File: src/rtl/vga_pattern_tx_if.sv
// Video link bundle between the pattern source and whatever samples it (board GPIOs, capture path).
// There is no backpressure: the sink samples every output on every clock, frame_start marks pixel (0,0).
interface vga_pattern_tx_if;
   logic        hsync;
   logic        vsync;
   logic [2:0]  rgb;
   logic        visible;
   logic        frame_start;
   logic [15:0] frame_cnt;

   modport master (
      output hsync, vsync, rgb, visible, frame_start, frame_cnt
   );

   modport slave (
      input hsync, vsync, rgb, visible, frame_start, frame_cnt
   );
endinterface

File: src/rtl/vga_pattern_tx.sv
// SVGA-style sync and 3-bit RGB test-pattern source: colour bars, checkerboard, solid colour, bouncing box.
// All video outputs are registered with one clock of latency from the h/v counters.
module vga_pattern_tx #(
   parameter int   H_VISIBLE = 800,
   parameter int   H_FRONT   = 40,
   parameter int   H_SYNC    = 128,
   parameter int   H_BACK    = 88,
   parameter int   V_VISIBLE = 600,
   parameter int   V_FRONT   = 1,
   parameter int   V_SYNC    = 4,
   parameter int   V_BACK    = 23,
   parameter logic HS_POL    = 1'b1,
   parameter logic VS_POL    = 1'b1,
   parameter int   BOX       = 64,
   parameter int   STEP      = 4
) (
   input  logic                clock,
   input  logic                reset,
   input  logic                enable,
   input  logic [1:0]          mode,
   input  logic [2:0]          solid_rgb,
   vga_pattern_tx_if.master    vid,
   output logic [0:0]          dbg_state
);

   localparam int H_TOTAL = H_VISIBLE + H_FRONT + H_SYNC + H_BACK;
   localparam int V_TOTAL = V_VISIBLE + V_FRONT + V_SYNC + V_BACK;
   localparam int BAR_W   = H_VISIBLE / 8;
   localparam int BAR_CW  = (BAR_W > 1) ? $clog2(BAR_W) : 1;

   localparam logic [10:0] H_VIS_C  = 11'(H_VISIBLE);
   localparam logic [10:0] H_LAST   = 11'(H_TOTAL - 1);
   localparam logic [10:0] HS_START = 11'(H_VISIBLE + H_FRONT);
   localparam logic [10:0] HS_END   = 11'(H_VISIBLE + H_FRONT + H_SYNC);
   localparam logic [9:0]  V_VIS_C  = 10'(V_VISIBLE);
   localparam logic [9:0]  V_LAST   = 10'(V_TOTAL - 1);
   localparam logic [9:0]  VS_START = 10'(V_VISIBLE + V_FRONT);
   localparam logic [9:0]  VS_END   = 10'(V_VISIBLE + V_FRONT + V_SYNC);

   localparam logic [BAR_CW-1:0]  BAR_LAST = BAR_CW'(BAR_W - 1);
   localparam logic signed [12:0] STEP_S   = 13'(STEP);
   localparam logic signed [12:0] BX_MAX_S = 13'(H_VISIBLE - BOX);
   localparam logic signed [11:0] BY_MAX_S = 12'(V_VISIBLE - BOX);
   localparam logic [10:0]        BX_MAX   = 11'(H_VISIBLE - BOX);
   localparam logic [9:0]         BY_MAX   = 10'(V_VISIBLE - BOX);
   localparam logic [11:0]        BOX_H    = 12'(BOX);
   localparam logic [10:0]        BOX_V    = 11'(BOX);

   // IDLE covers the clock on which enable is first seen high: counters sit at 0 and outputs stay idle.
   localparam logic [0:0] ST_IDLE = 1'b0;
   localparam logic [0:0] ST_RUN  = 1'b1;

   logic [0:0]        state;
   logic [10:0]       h_cnt;
   logic [9:0]        v_cnt;
   logic [2:0]        bar_idx;
   logic [BAR_CW-1:0] bar_sub;
   logic [1:0]        mode_q;
   logic [2:0]        solid_q;
   logic [10:0]       box_x;
   logic [9:0]        box_y;
   logic              dx_neg;
   logic              dy_neg;

   logic              running;
   logic              at_origin;
   logic              boundary;
   logic signed [12:0] box_x_sum;
   logic signed [11:0] box_y_sum;
   logic [10:0]       box_x_nxt;
   logic [9:0]        box_y_nxt;
   logic              dx_neg_nxt;
   logic              dy_neg_nxt;
   logic [1:0]        mode_eff;
   logic [2:0]        solid_eff;
   logic [10:0]       bx_eff;
   logic [9:0]        by_eff;
   logic              in_box;
   logic              pix_vis;
   logic [2:0]        pix_rgb;
   logic              hs_act;
   logic              vs_act;

   logic              hsync_q;
   logic              vsync_q;
   logic [2:0]        rgb_q;
   logic              visible_q;
   logic              frame_start_q;
   logic [15:0]       frame_cnt_q;

   assign running   = (state == ST_RUN) && enable;
   assign at_origin = (h_cnt == 11'd0) && (v_cnt == 10'd0);
   assign boundary  = running && at_origin;
   assign dbg_state = state;

   always_ff @(posedge clock or posedge reset) begin
      if (reset) begin
         state <= ST_IDLE;
      end else begin
         state <= enable ? ST_RUN : ST_IDLE;
      end
   end

   // bar_idx/bar_sub track h_cnt / BAR_W incrementally so no divider is needed.
   always_ff @(posedge clock or posedge reset) begin
      if (reset) begin
         h_cnt   <= '0;
         v_cnt   <= '0;
         bar_idx <= '0;
         bar_sub <= '0;
      end else if (!running) begin
         h_cnt   <= '0;
         v_cnt   <= '0;
         bar_idx <= '0;
         bar_sub <= '0;
      end else if (h_cnt == H_LAST) begin
         h_cnt   <= '0;
         bar_idx <= '0;
         bar_sub <= '0;
         v_cnt   <= (v_cnt == V_LAST) ? 10'd0 : v_cnt + 10'd1;
      end else begin
         h_cnt <= h_cnt + 11'd1;
         if (bar_sub == BAR_LAST) begin
            bar_sub <= '0;
            bar_idx <= bar_idx + 3'd1;
         end else begin
            bar_sub <= bar_sub + BAR_CW'(1);
         end
      end
   end

   always_comb begin
      box_x_sum  = $signed({2'b00, box_x}) + (dx_neg ? -STEP_S : STEP_S);
      box_x_nxt  = box_x_sum[10:0];
      dx_neg_nxt = dx_neg;
      if (box_x_sum > BX_MAX_S) begin
         box_x_nxt  = BX_MAX;
         dx_neg_nxt = ~dx_neg;
      end else if (box_x_sum < 13'sd0) begin
         box_x_nxt  = '0;
         dx_neg_nxt = ~dx_neg;
      end

      box_y_sum  = $signed({2'b00, box_y}) + (dy_neg ? -STEP_S[11:0] : STEP_S[11:0]);
      box_y_nxt  = box_y_sum[9:0];
      dy_neg_nxt = dy_neg;
      if (box_y_sum > BY_MAX_S) begin
         box_y_nxt  = BY_MAX;
         dy_neg_nxt = ~dy_neg;
      end else if (box_y_sum < 12'sd0) begin
         box_y_nxt  = '0;
         dy_neg_nxt = ~dy_neg;
      end
   end

   always_ff @(posedge clock or posedge reset) begin
      if (reset) begin
         mode_q  <= '0;
         solid_q <= '0;
         box_x   <= '0;
         box_y   <= '0;
         dx_neg  <= 1'b0;
         dy_neg  <= 1'b0;
      end else if (boundary) begin
         mode_q  <= mode;
         solid_q <= solid_rgb;
         box_x   <= box_x_nxt;
         box_y   <= box_y_nxt;
         dx_neg  <= dx_neg_nxt;
         dy_neg  <= dy_neg_nxt;
      end
   end

   // Pixel (0,0) is rendered on the same clock the frame settings are latched, so bypass the registers there.
   always_comb begin
      mode_eff  = at_origin ? mode      : mode_q;
      solid_eff = at_origin ? solid_rgb : solid_q;
      bx_eff    = at_origin ? box_x_nxt : box_x;
      by_eff    = at_origin ? box_y_nxt : box_y;

      in_box  = (h_cnt >= bx_eff) && ({1'b0, h_cnt} < ({1'b0, bx_eff} + BOX_H)) &&
                (v_cnt >= by_eff) && ({1'b0, v_cnt} < ({1'b0, by_eff} + BOX_V));
      pix_vis = (h_cnt < H_VIS_C) && (v_cnt < V_VIS_C);
      hs_act  = (h_cnt >= HS_START) && (h_cnt < HS_END);
      vs_act  = (v_cnt >= VS_START) && (v_cnt < VS_END);

      case (mode_eff)
         2'd0:    pix_rgb = 3'd7 - bar_idx;
         2'd1:    pix_rgb = {3{h_cnt[5] ^ v_cnt[5]}};
         2'd2:    pix_rgb = solid_eff;
         default: pix_rgb = in_box ? 3'b111 : 3'b000;
      endcase
      if (!pix_vis) begin
         pix_rgb = 3'b000;
      end
   end

   always_ff @(posedge clock or posedge reset) begin
      if (reset) begin
         hsync_q       <= ~HS_POL;
         vsync_q       <= ~VS_POL;
         rgb_q         <= '0;
         visible_q     <= 1'b0;
         frame_start_q <= 1'b0;
         frame_cnt_q   <= '0;
      end else if (!running) begin
         hsync_q       <= ~HS_POL;
         vsync_q       <= ~VS_POL;
         rgb_q         <= '0;
         visible_q     <= 1'b0;
         frame_start_q <= 1'b0;
      end else begin
         hsync_q       <= hs_act ? HS_POL : ~HS_POL;
         vsync_q       <= vs_act ? VS_POL : ~VS_POL;
         rgb_q         <= pix_rgb;
         visible_q     <= pix_vis;
         frame_start_q <= at_origin;
         if (at_origin) begin
            frame_cnt_q <= frame_cnt_q + 16'd1;
         end
      end
   end

   assign vid.hsync       = hsync_q;
   assign vid.vsync       = vsync_q;
   assign vid.rgb         = rgb_q;
   assign vid.visible     = visible_q;
   assign vid.frame_start = frame_start_q;
   assign vid.frame_cnt   = frame_cnt_q;

endmodule

File: src/flat_wrapper.sv
// flat-port wrapper written by rule: the top's interface ports become plain ports
module vga_pattern_tx_flat 
#(
   parameter int   H_VISIBLE = 800,
   parameter int   H_FRONT   = 40,
   parameter int   H_SYNC    = 128,
   parameter int   H_BACK    = 88,
   parameter int   V_VISIBLE = 600,
   parameter int   V_FRONT   = 1,
   parameter int   V_SYNC    = 4,
   parameter int   V_BACK    = 23,
   parameter logic HS_POL    = 1'b1,
   parameter logic VS_POL    = 1'b1,
   parameter int   BOX       = 64,
   parameter int   STEP      = 4
)
  (clock, reset, enable, mode, solid_rgb, dbg_state, vid_hsync, vid_vsync, vid_rgb, vid_visible, vid_frame_start, vid_frame_cnt);
  vga_pattern_tx_if vid_i ();
  input  logic clock;
  input  logic reset;
  input  logic enable;
  input  logic [1:0] mode;
  input  logic [2:0] solid_rgb;
  output logic [0:0] dbg_state;
  output wire logic [$bits(vid_i.hsync)-1:0] vid_hsync;
  output wire logic [$bits(vid_i.vsync)-1:0] vid_vsync;
  output wire logic [$bits(vid_i.rgb)-1:0] vid_rgb;
  output wire logic [$bits(vid_i.visible)-1:0] vid_visible;
  output wire logic [$bits(vid_i.frame_start)-1:0] vid_frame_start;
  output wire logic [$bits(vid_i.frame_cnt)-1:0] vid_frame_cnt;
  assign vid_hsync = vid_i.hsync;
  assign vid_vsync = vid_i.vsync;
  assign vid_rgb = vid_i.rgb;
  assign vid_visible = vid_i.visible;
  assign vid_frame_start = vid_i.frame_start;
  assign vid_frame_cnt = vid_i.frame_cnt;
  vga_pattern_tx #(.H_VISIBLE(H_VISIBLE), .H_FRONT(H_FRONT), .H_SYNC(H_SYNC), .H_BACK(H_BACK), .V_VISIBLE(V_VISIBLE), .V_FRONT(V_FRONT), .V_SYNC(V_SYNC), .V_BACK(V_BACK), .HS_POL(HS_POL), .VS_POL(VS_POL), .BOX(BOX), .STEP(STEP)) u_core (.clock(clock), .reset(reset), .enable(enable), .mode(mode), .solid_rgb(solid_rgb), .vid(vid_i), .dbg_state(dbg_state));
endmodule
File: config.mk
export PLATFORM = sky130hd
export DESIGN_NAME = vga_pattern_tx_flat
export DESIGN_NICKNAME = d
export VERILOG_FILES = /design/src/rtl/vga_pattern_tx_if.sv /design/src/rtl/vga_pattern_tx.sv /design/src/flat_wrapper.sv
export SDC_FILE = /design/constraint.sdc
export NUM_CORES = 1
export LEC_CHECK = 0
export CAP_MARGIN = 20
export CORE_UTILIZATION = 45
export DETAILED_ROUTE_END_ITERATION = 8
export PLACE_DENSITY = 0.69
export SYNTH_ARGS = -nofsm -noshare
export SYNTH_HDL_FRONTEND = slang
export SYNTH_SLANG_ARGS = --single-unit
File: constraint.sdc
create_clock -name clock -period 8.8 [get_ports clock]
set_input_delay 2.2 -clock clock [delete_from_list [all_inputs] [get_ports clock]]
set_output_delay 2.2 -clock clock [all_outputs]
set_load 0.01 [all_outputs]
## Yosys cells after proc, flatten, opt, wreduce, memory -nomap -nowiden

Cells that the tools add are included.
Widths: inputs -> output; s select.

- Output and inout port bits: 24
- Input bits: 8
- Flip-flop bits (word level): 83
- Logic and storage cells: 104

- Add/sub/neg operators: 10
- Equal/unequal tests: 7
- Order comparisons: 14
- Bitwise logic cells: 3
- Muxes and demuxes: 36
- Reduce and logical (&&, ||, !) cells: 17

Operators by type and width:

| operator | count |
|---|---|
| $mux 10 | 6 |
| $mux 11 | 5 |
| $lt 11x10->1 const B | 2 |
| $mux 3 | 7 |
| $mux 7 | 3 |
| $lt 10x10->1 const B | 2 |
| $add 16x1->16 const B | 1 |
| $add 12x13->13 | 1 |
| $gt 13x11->1 const B | 1 |
| $lt 13x1->1 const B | 1 |
| $mux 13 | 1 |
| $add 10x12->12 | 1 |
| $add 11x7->12 const B | 1 |
| $gt 12x11->1 const B | 1 |
| $lt 11x12->1 | 1 |
| $lt 12x1->1 const B | 1 |
| $mux 12 | 1 |
| $add 10x7->11 const B | 1 |
| $add 11x1->11 const B | 1 |
| $eq 11x11->1 const B | 1 |
| $ge 11x10->1 const B | 1 |
| $ge 11x11->1 | 1 |
| $logic_not 11->1 | 1 |
| $lt 10x11->1 | 1 |
| other kinds (22) | 44 |

## Logic depth before layout (Yosys ltp)

- Word-level depth: 15
- Gate-level depth with buffers: 21
- Gate-level depth less buffers: 21

## Worst setup path before layout

No wires, ideal clock.

- Kind: register to register
- Start: register u_core.dx_neg
- End: register u_core.rgb_q[0], in the netlist u_core.vid.rgb[0]
- Cell stages (with the launch flop): 21
- Clock period less this slack: 4.448 ns
- Path buffers: 0
- Required time: 8.672 ns
- Setup slack: 4.352 ns
- Setup time: 0.128 ns
- Arrival: 4.320 ns
- Cells stage by stage: dfrtp_1 ha_1 a21o_1 or3b_1 a31o_1 o31ai_1 a221oi_1 a21oi_1 nand2_1 nand2_1 nand2_1 ha_1 nor2b_1 o21a_1 o21ai_0 o2bb2ai_1 o311ai_0 a221o_1 and4b_1 a32oi_1 nor2_1

- Word-level cells in the longest chain between the ends: 15
- Elaborated cells between the ends (all ways): 17
- Those cells by class: add/sub (2); order compare (4); mux (8); reduce/logical (3)

RTL lines:

| what | line | text |
|---|---|---|
| start, declared | vga_pattern_tx.sv:62 | `logic dx_neg;` |
| start signal, assigned | vga_pattern_tx.sv:169 | `dx_neg <= dx_neg_nxt;` |
| $mux 13 * | vga_pattern_tx.sv:133 | `box_x_sum = $signed({2'b00, box_x}) + (dx_neg ? -STEP_S : STEP_S);` |
| $add 12x13->13 * | vga_pattern_tx.sv:133 |  |
| $lt 13x1->1 | vga_pattern_tx.sv:139 | `end else if (box_x_sum < 13'sd0) begin` |
| $mux 11 | vga_pattern_tx.sv:139 |  |
| $mux 11 * | vga_pattern_tx.sv:136 | `if (box_x_sum > BX_MAX_S) begin` |
| $mux 11 * | vga_pattern_tx.sv:178 | `bx_eff = at_origin ? box_x_nxt : box_x;` |
| $add 11x7->12 | vga_pattern_tx.sv:181 | `in_box = (h_cnt >= bx_eff) && ({1'b0, h_cnt} < ({1'b0, bx_eff} + BOX_H)) &&` |
| $lt 11x12->1 | vga_pattern_tx.sv:181 |  |
| $logic_and 1x1->1 * (2 in a row) | vga_pattern_tx.sv:181 |  |
| $logic_and 1x1->1 * | vga_pattern_tx.sv:182 | `(v_cnt >= by_eff) && ({1'b0, v_cnt} < ({1'b0, by_eff} + BOX_V));` |
| $mux 3 * | vga_pattern_tx.sv:191 | `default: pix_rgb = in_box ? 3'b111 : 3'b000;` |
| $pmux 3 s3 * | vga_pattern_tx.sv:187 | `case (mode_eff)` |
| $mux 3 * | vga_pattern_tx.sv:193 | `if (!pix_vis) begin` |
| $mux 3 * | vga_pattern_tx.sv:206 | `end else if (!running) begin` |
| end signal, assigned | vga_pattern_tx.sv:215 | `rgb_q <= pix_rgb;` |
| end, declared | vga_pattern_tx.sv:86 | `logic [2:0] rgb_q;` |

Every way passes the cells marked *; elsewhere a longest branch is shown, timed or not.
A chain may end at the register's enable or synchronous reset.

## Final worst setup path

Ends and elaborated chain as after synthesis.

==> out/metrics.yaml <==
status: "completed"
ys_seq_elements: 83
tightest_slew_ns: 0.962
syn-cell-area_um2: 5880
die_area_um2: 13500
fillers: 1192
synth-edff-count: 0
num_io_pins: 32
cp_num_buf_inv: 0
synth_top_area_share_pct: 35.3
slowest_delay_ns: 0.59
finalMaxSlewViolations: 0
first_iter_violations: 289
yosysMostFrequentCell: "nand2_1"
setup-tns-final_ns: 0
cp-start-kind: "flop"
fin_nets: 767
grtUsageTotal_pct: 21.5
post-cts-setup-buffers: 0
wl_per_cell_um: 15.4
hold_violations: 0
gr-total-overflow: 0
antenna_left: 0
cp.required_ns: 9.02
arrival_ns: 5.16
timing.fmax_mhz: 203
rsz0062_at_grt: "false"
synth-async-reset-ratio_pct: 100
numPortBuffers: 31
num_vias: 4856
synthFlopType: "dfrtp_1"
cellPowerDensity_nw_per_um2: 293
period_needed_ns: 4.93
drive_above_1_share_pct: 5.14
yosysWarningCount: 0
cts_buffers: 9
hp-class: "reg -> reg"
crit_top_cell: "nand2_1"
antenna_found_initial: 0
post-route-util_pct: 52.4
drt_wl_total_mm: 13.4
die_w_um: 116
synth_nets: 737
path_cells: "ha_1 -> a21o_1 -> or3b_1 -> a31o_1 -> o31ai_1 -> a221oi_1 -> a21oi_1 -> nand2_1 -> nand2_1 -> nand2_1 -> ha_1 -> nor2b_1 -> o21a_1 -> o21ai_0 -> o2bb2ai_1 -> o311ai_0 -> a221o_1 -> and4b_1 -> a32oi_1 -> nor2_1"
crit_slowest_cell: "dfrtp_1"
clk_latency_ns: 0.35
maxSlewHeadroom_pct: 35.9
grt_max_degree: 84
vias_per_cell: 5.57
hpwlAfterDp_mm: 9.98
globalplace.congestion: 0.857
finalCritPeriodShare_pct: 56.1
setup_viol: 0
area_growth_pct: 12.9
cts_num_sinks: 83
ys_types: 74
postCtsHoldBufs: 0
cp_max_fo: 16
whs_ns: 0.470
synth_top_cells_by_area: "dfrtp_1, ha_1, nand2_1"
maxCapViolations: 0
htreeDepth: 3
row_count: 41
critPathCaptureType: "flop"
start_util_pct: 46.4
clkSlewWorstSetupHoldPaths_ns: 0.06
cts.path.max_buffers: 2
core_region_area_um2: 12700
die_height_um: 116
path_delay_family: "compound AO/OA/AOI/OAI gates"
cts_resized: 0
cts_root_buf: "clkbuf_16"
avgSynthCellArea_um2: 8.82
grt_pass1_wl_mm: 22.5
grt_pass1_vias: 4693
cts_tree: "done"
yosys.area.top_type: "dfrtp_1"
total_power_uw: 1940
drtPass1Iterations: 4
seq_area_um2: 2080
path_class: "reg -> reg"
synth-seq-area-share_pct: 35.3
vdd_ir_drop_max_uv: 192
power.leakage_uw: 0.00307
syn_inst: 667
fin_worst_skew_ns: 0.0110
multi_input_area_um2: 3620
synth_common_cells: "nand2_1, dfrtp_1, nor2_1, ha_1, nand3_1"
drc_errors: 0
num_antenna_cells: 0
[layout by cell type, fill, tap and decap left out, drive strengths merged, types with 2 or more instances in the layout]
master	instances
xor2	19
buf	3
mux2i	6
o41ai	2
fa	2
nand4	7
a211oi	5
a41o	2
a31o	3
nor3b	2
and3	10
o21a	10
nor3	20
o21ai	27
nand2	91
ha	60
clkinvlp	2
nand3	45
a31oi	3
o31ai	9
xnor2	32
and2	9
a311o	2
clkbuf	10
nor4	4
dfrtp	83
a21o	8
nor2b	12
nor2	65
clkdlybuf4s50	31
clkinv	3
a22oi	3
nand2b	9
a221o	2
inv	28
or3	6
a21oi	37
mux2	3
[logic make-up after synthesis]
group,synth area share (%)
flip-flops,35.3
XOR/XNOR,7.60
AND/OR/NAND/NOR,24.2
adder cells (fa/ha/maj),13.4
AO/OA/AOI/OAI,14.7
buffers and inverters,3.19
multiplexers,1.60
[stage by stage]
step                      worst slack [ns]  instance area [µm²]  std cells
after detailed placement              3.90                 6340        857
after CTS                             3.89                 6610        871
final                                 3.87                 6640        872
after floorplan                       4.35                 5880        667
after global routing                  3.51                 6640        872
after global placement                3.97                 6340        857
[per-layer routing]
layer | up-vias | share of wire [%] | global-route usage (%)
met5 | - | 0 | 0
li1 | 2417 | - | -
met2 | 71 | 50 | 36.4
met4 | 0 | 1.6 | 9.15
met3 | 16 | 3.5 | 3.74
met1 | 2352 | 45 | 26.9
[power breakdown]
| group | internal (µW) | total (µW) | switching (µW) |
|---|---|---|---|
| Clock | 195 | 346 | 151 |
| Combinational | 454 | 1090 | 634 |
| Sequential | 434 | 511 | 77.0 |
[registers in the layout, indices dropped and copies added, names as in the netlist]
signal and flops:
u_core.h_cnt 11, u_core.vid.vsync 1, u_core.v_cnt 10, u_core.dx_neg 1, u_core.vid.rgb 3, u_core.vid.visible 1, u_core.vid.frame_cnt 16, u_core.solid_q 3
u_core.vid.frame_start 1, u_core.dbg_state 1, u_core.bar_sub 7, u_core.dy_neg 1, u_core.bar_idx 3, u_core.box_y 10, u_core.box_x 11, u_core.vid.hsync 1
u_core.mode_q 2
[worst min-delay path: stages, from the launching register on]
cell,delay (ns)
dfrtp_1,0.34
nand2_1,0.05
nand2_1,0.05
[final timing paths]
| check | from | end | slack, ns | depth (start not counted) |
|---|---|---|---|---|
| setup reg to reg | u_core.dx_neg | u_core.vid.rgb[0] | 3.87 | 20 |
| hold reg to reg | u_core.solid_q[2] | u_core.solid_q[2] | 0.47 | 2 |
| setup / recovery | u_core.dx_neg | u_core.vid.rgb[0] | 3.87 | 20 |
| hold / removal | u_core.solid_q[2] | u_core.solid_q[2] | 0.47 | 2 |
| max in group asynchronous | reset | u_core.solid_q[0] | 6.02 | 4 |
| min in group asynchronous | reset | u_core.bar_sub[4] | 2.17 | 3 |
[cell type report]
type | count | area share (%)
Sequential cell | 83 | 31.3
Clock inverter | 4 | 0.433
Clock buffer | 10 | 3.60
Multi-Input combinational cell | 540 | 54.5
Timing Repair Buffer | 34 | 5.31
Tap cell | 172 | 3.24
Inverter | 29 | 1.66
(Power assumes the default switching activity.)
